==> config.mk <==
export PLATFORM = sky130hd
export DESIGN_NAME = uart_tx
export DESIGN_NICKNAME = d
export VERILOG_FILES = /design/src/rtl/uart_tx.sv
export SDC_FILE = /design/constraint.sdc
export NUM_CORES = 1
export LEC_CHECK = 0
export BUFFER_PORTS_ARGS = -buffer_cell sky130_fd_sc_hd__buf_4
export CORE_MARGIN = 2
export CORE_UTILIZATION = 60
export CTS_CLUSTER_SIZE = 14
export DETAILED_ROUTE_END_ITERATION = 8
export PLACE_DENSITY = 0.78
export SYNTH_ARGS = -nofsm -noshare
export SYNTH_HDL_FRONTEND = slang
export SYNTH_SLANG_ARGS = --single-unit
==> constraint.sdc <==
create_clock -name clk -period 8.25 [get_ports clk]
set_clock_uncertainty 0.05 [all_clocks]
set_input_delay 1.2375 -clock clk [delete_from_list [all_inputs] [get_ports clk]]
set_output_delay 1.2375 -clock clk [all_outputs]
set_load 0.005 [all_outputs]
==> src/rtl/uart_tx.sv <==
// rtl/uart_tx.sv - buffered, parametrised UART transmitter (LSB first, idle-high line)
module uart_tx #(
    parameter int CLKS_PER_BIT = 868,
    parameter int DATA_BITS    = 8,
    parameter int PARITY       = 0,
    parameter int STOP_BITS    = 1,
    parameter int FIFO_DEPTH   = 4
) (
    input  logic                 clk,
    input  logic                 rst_n,
    input  logic [DATA_BITS-1:0] tx_data,
    input  logic                 tx_valid,
    output logic                 tx_ready,
    output logic                 tx,
    output logic                 busy
);

    localparam int TW = $clog2(CLKS_PER_BIT);
    localparam int AW = $clog2(FIFO_DEPTH);
    localparam int CW = AW + 1;
    localparam int BW = 4;
    localparam logic [TW-1:0] TICK_AT   = TW'(CLKS_PER_BIT - 1);
    localparam logic [BW-1:0] LAST_DATA = BW'(DATA_BITS - 1);
    localparam logic [BW-1:0] LAST_STOP = BW'(STOP_BITS - 1);
    localparam logic [CW-1:0] FULL_CNT  = CW'(FIFO_DEPTH);

    typedef enum logic [2:0] {
        S_IDLE   = 3'd0,
        S_START  = 3'd1,
        S_DATA   = 3'd2,
        S_PARITY = 3'd3,
        S_STOP   = 3'd4
    } state_t;

    logic [DATA_BITS-1:0] mem_q [FIFO_DEPTH];
    logic [AW-1:0]        wr_ptr_q, rd_ptr_q;
    logic [CW-1:0]        count_q, count_d;
    logic                 fifo_full, fifo_empty;
    logic                 push, pop;
    logic [DATA_BITS-1:0] head;

    state_t               state_q, state_d;
    logic [TW-1:0]        timer_q, timer_d;
    logic [BW-1:0]        bit_cnt_q, bit_cnt_d;
    logic [DATA_BITS-1:0] shift_q, shift_d;
    logic                 par_q, par_d;
    logic                 tx_q, tx_d;
    logic                 tick;

    assign fifo_full  = (count_q == FULL_CNT);
    assign fifo_empty = (count_q == '0);
    assign push       = tx_valid && !fifo_full;
    assign head       = mem_q[rd_ptr_q];
    assign tick       = (timer_q == TICK_AT);

    // Storage has no reset: emptiness is carried entirely by count_q.
    always_ff @(posedge clk) begin
        if (push) begin
            mem_q[wr_ptr_q] <= tx_data;
        end
    end

    always_comb begin
        count_d = count_q;
        case ({push, pop})
            2'b10:   count_d = count_q + CW'(1);
            2'b01:   count_d = count_q - CW'(1);
            default: count_d = count_q;
        endcase
    end

    always_ff @(posedge clk or negedge rst_n) begin
        if (!rst_n) begin
            wr_ptr_q  <= '0;
            rd_ptr_q  <= '0;
            count_q   <= '0;
            state_q   <= S_IDLE;
            timer_q   <= '0;
            bit_cnt_q <= '0;
            shift_q   <= '0;
            par_q     <= 1'b0;
            tx_q      <= 1'b1;
        end else begin
            if (push) wr_ptr_q <= wr_ptr_q + AW'(1);
            if (pop)  rd_ptr_q <= rd_ptr_q + AW'(1);
            count_q   <= count_d;
            state_q   <= state_d;
            timer_q   <= timer_d;
            bit_cnt_q <= bit_cnt_d;
            shift_q   <= shift_d;
            par_q     <= par_d;
            tx_q      <= tx_d;
        end
    end

    // Timer restarts at every symbol boundary, so symbol lengths never drift.
    always_comb begin
        state_d   = state_q;
        timer_d   = '0;
        bit_cnt_d = bit_cnt_q;
        shift_d   = shift_q;
        par_d     = par_q;
        pop       = 1'b0;
        if (state_q != S_IDLE) begin
            timer_d = tick ? '0 : timer_q + TW'(1);
        end
        unique case (state_q)
            S_IDLE: begin
                if (!fifo_empty) begin
                    pop       = 1'b1;
                    shift_d   = head;
                    par_d     = (PARITY == 2) ? ^head : ~^head;
                    bit_cnt_d = '0;
                    state_d   = S_START;
                end
            end
            S_START: begin
                if (tick) begin
                    bit_cnt_d = '0;
                    state_d   = S_DATA;
                end
            end
            S_DATA: begin
                if (tick) begin
                    if (bit_cnt_q == LAST_DATA) begin
                        bit_cnt_d = '0;
                        state_d   = (PARITY != 0) ? S_PARITY : S_STOP;
                    end else begin
                        shift_d   = shift_q >> 1;
                        bit_cnt_d = bit_cnt_q + BW'(1);
                    end
                end
            end
            S_PARITY: begin
                if (tick) begin
                    bit_cnt_d = '0;
                    state_d   = S_STOP;
                end
            end
            S_STOP: begin
                if (tick) begin
                    if (bit_cnt_q != LAST_STOP) begin
                        bit_cnt_d = bit_cnt_q + BW'(1);
                    end else if (!fifo_empty) begin
                        pop       = 1'b1;
                        shift_d   = head;
                        par_d     = (PARITY == 2) ? ^head : ~^head;
                        bit_cnt_d = '0;
                        state_d   = S_START;
                    end else begin
                        state_d   = S_IDLE;
                    end
                end
            end
            default: state_d = S_IDLE;
        endcase
    end

    // Line level is decoded from the next state so tx changes on the same edge as the FSM.
    always_comb begin
        tx_d = 1'b1;
        unique case (state_d)
            S_START:  tx_d = 1'b0;
            S_DATA:   tx_d = shift_d[0];
            S_PARITY: tx_d = par_d;
            default:  tx_d = 1'b1;
        endcase
    end

    assign tx       = tx_q;
    assign tx_ready = !fifo_full;
    assign busy     = (state_q != S_IDLE) || !fifo_empty;

endmodule
==> results.yml <==
die:
  ios: 14
  initial_utilization_pct: 61.39
  dieHeight_um: 75.83
  row_count: 26
  die_w_um: 75.83
  core_mm2: 0.005042
  die-area_mm2: 0.005749
pwr:
  clkPwrFrac_pct: 31.0
  p_int_mw: 0.5584
  power.switching_mw: 0.2203
  comb_power_share_pct: 16.2
  power.total_mw: 0.7787
  seq_power_share_pct: 52.8
  powerDensity_mw_per_mm2: 229.0
  vdd_drop_max_mv: 0.1866
  power.leakage_nw: 1.403
  p_sw_share_pct: 28.29
synth:
  synthDistinctLibCells: 50
  synth_edf_count: 32
  syn-mean-instance-area_um2: 12.95
  synthCells: 239
  syn_area_mm2: 0.003095
  synthArstFlopShare_pct: 51.52
  yosysSeqAreaShare_pct: 58.57
  syn_nets: 259
  synth-main-ff-cell: "dfrtp_1"
  ys_seq_elements: 66
  yosysWarnings: 0
global_route:
  grt_pass1_vias: 1827
  grt_pass1_wl_um: 8583
  grt.overflow.total: 0
  gr-usage-all-layers_pct: 20.92
  antenna_found_initial: 0
  grt_start_max_net_pins: 35
critical_path:
  start_kind: "flop"
  r2r.worst_path.cells: 12
  worstSetupEndpoint: "busy"
  path_class: "reg -> out"
  critPathLaunch: "state_q[1]"
  r2r_slack_ns: 5.30
  arrival_ns: 1.71
  cp-end-kind: "output port"
  cp.required_ns: 6.96
  r2r_start: "timer_q[0]"
  worstReg2RegEnd: "count_q[2]"
  path_max_fanout: 8
status:
  status: "complete, no violations"
timing:
  fin_crit_ns: 2.995
  worst_slack_ns: 5.255
  holdWs_ns: 0.4256
  rsz0062_at_grt: "no"
  hold_viol: 0
  finalMaxSlewViolations: 0
  finalSetupViolCount: 0
  final_min_period_over_clock_period_pct: 36.31
  max-slew-margin-rel_pct: 54.69
  worst_pin_slew_ns: 0.6751
  fin_tns_setup_ns: 0
  max_freq_ghz: 0.3338
route:
  drt_iter0_markers: 144
  ant_nets: 0
  drc: 0
  vias: 1867
  drtPass1Iterations: 4
  wirelength_um: 5256
  vias_per_cell: 5.640
  wire_per_inst_um: 15.88
cells_and_area:
  final_area_mm2: 0.003401
  stdcell_count: 331
  nNetsFinal: 276
  drive_gt1_share_pct: 18.39
  synthToLayoutAreaGrowth_pct: 9.863
  finish.utilization_pct: 67.44
  antenna_cells: 0
clocking:
  cts_sinks: 66
  cts_setup_buffers: 0
  clkLatencyLatePin_ns: 0.35
  post_cts_resized: 0
  path_clk_slew_ns: 0.07
  clockRootBuffer: "clkbuf_8"
  cts_tree: "yes"
  htree_levels: 3
  ctsLongestPathBuffers: 2
  hold_buffers: 0
  numCtsBuffers: 9
place:
  port_buffers: 13
  dp_hpwl_um: 3651
  place.gp.congestion: 0.7681
  dp_slack_ns: 5.365
  dp_cells: 315
  placed_cell_area_mm2: 0.003223
flow_run:
  timing.max_cap.violations: 0
min_path:
  min_path_type: "reg -> reg"
## power by group through the flow
stage / Sequential (mW) / Combinational [mW] / Clock, mW
after floorplan: 0.412 / 0.0914 / 0
after global placement: 0.416 / 0.123 / 0
after detailed placement: 0.418 / 0.127 / 0
after CTS: 0.412 / 0.128 / 0.247
after global routing: 0.415 / 0.139 / 0.260
final: 0.411 / 0.126 / 0.242
## critical path: stages (launching register included)
cell	delay (ns)
dfrtp_1	0.47
or2_1	0.36
nor2_1	0.27
nand2_1	0.11
buf_4	0.15
## area by class of cell
class | count | area (µm²)
Sequential cell | 66 | 1813
Fill cell | 384 | 1642
Multi-Input combinational cell | 153 | 1176
Clock buffer | 9 | 123.9
Timing Repair Buffer | 13 | 97.59
Tap cell | 70 | 87.58
Clock inverter | 7 | 53.80
Inverter | 13 | 48.80
## cell usage after synthesis, types with 2 or more instances
master,n,area [µm²]
o21ai_1,6,30.03
xnor2_1,15,131.4
and2_1,2,12.51
o22ai_1,2,12.51
nand4_1,2,12.51
and3_1,6,37.54
buf_6,4,45.04
mux4_2,8,180.2
nand3b_1,3,22.52
dfrtp_1,33,825.8
nand2_1,27,101.4
nor2_1,17,63.81
inv_1,12,45.04
a21oi_1,4,20.02
nand3_1,5,25.02
clkbuf_1,2,7.510
a31oi_1,3,18.77
nor3_1,4,20.02
edfxtp_1,32,960.9
o21ai_0,3,15.01
xor2_1,7,61.31
ha_1,8,100.1
a22oi_1,7,52.55
## registers in the layout (all words and copies together) (netlist names)
name	cells
par_q	1
count_q	3
tx	1
mem_q	32
shift_q	8
state_q	3
bit_cnt_q	4
rd_ptr_q	2
timer_q	10
wr_ptr_q	2
## kinds of logic (layout without fill, tap and decap cells)
group / count (synthesis) / after routing / synth area share [%]
AOI/OAI and AO/OA: 34 / 34 / 8.044
xor gates and xnor gates: 22 / 22 / 6.225
adders and majority gates: 10 / 10 / 4.204
buffers and inverters: 20 / 42 / 3.435
DFF: 66 / 66 / 58.57
muxes: 9 / 9 / 6.144
and+or+nand+nor: 78 / 78 / 13.38
## metal layers
layer  wire (µm)  track usage [%]  share of wire [%]  up-vias
met4         120            10.53                2.3        0
met3         180            5.159                3.4       12
met2        2541            31.32                 48       35
met1        2414            28.71                 46      925
met5           0                0                  0        -
li1            -                -                  -      895
## how the worst min path moves through the flow
stage	start	end	slack (ns)	depth (start not counted)
2_1_floorplan	shift_q[7]	shift_q[6]	0.39	2
4_1_cts	shift_q[5]	shift_q[4]	0.43	2
6_report	shift_q[5]	shift_q[4]	0.43	2
5_1_grt	shift_q[3]	shift_q[2]	0.47	2
3_3_place_gp	shift_q[5]	shift_q[4]	0.40	2
3_5_place_dp	shift_q[5]	shift_q[4]	0.41	2
## layout by cell type (no fill, tap or decap), types with 4 or more instances in the layout
cell type,n
a22oi_1,7
ha_1,8
and3_1,6
xnor2_1,15
mux4_2,8
nand3_1,5
o21ai_1,6
edfxtp_1,32
buf_4,13
dfrtp_1,33
xor2_1,7
nor2_1,17
inv_1,12
nor3_1,4
nand2_1,27
clkbuf_8,9
a21oi_1,4
Note: power is estimated with default switching activity, not from simulation.
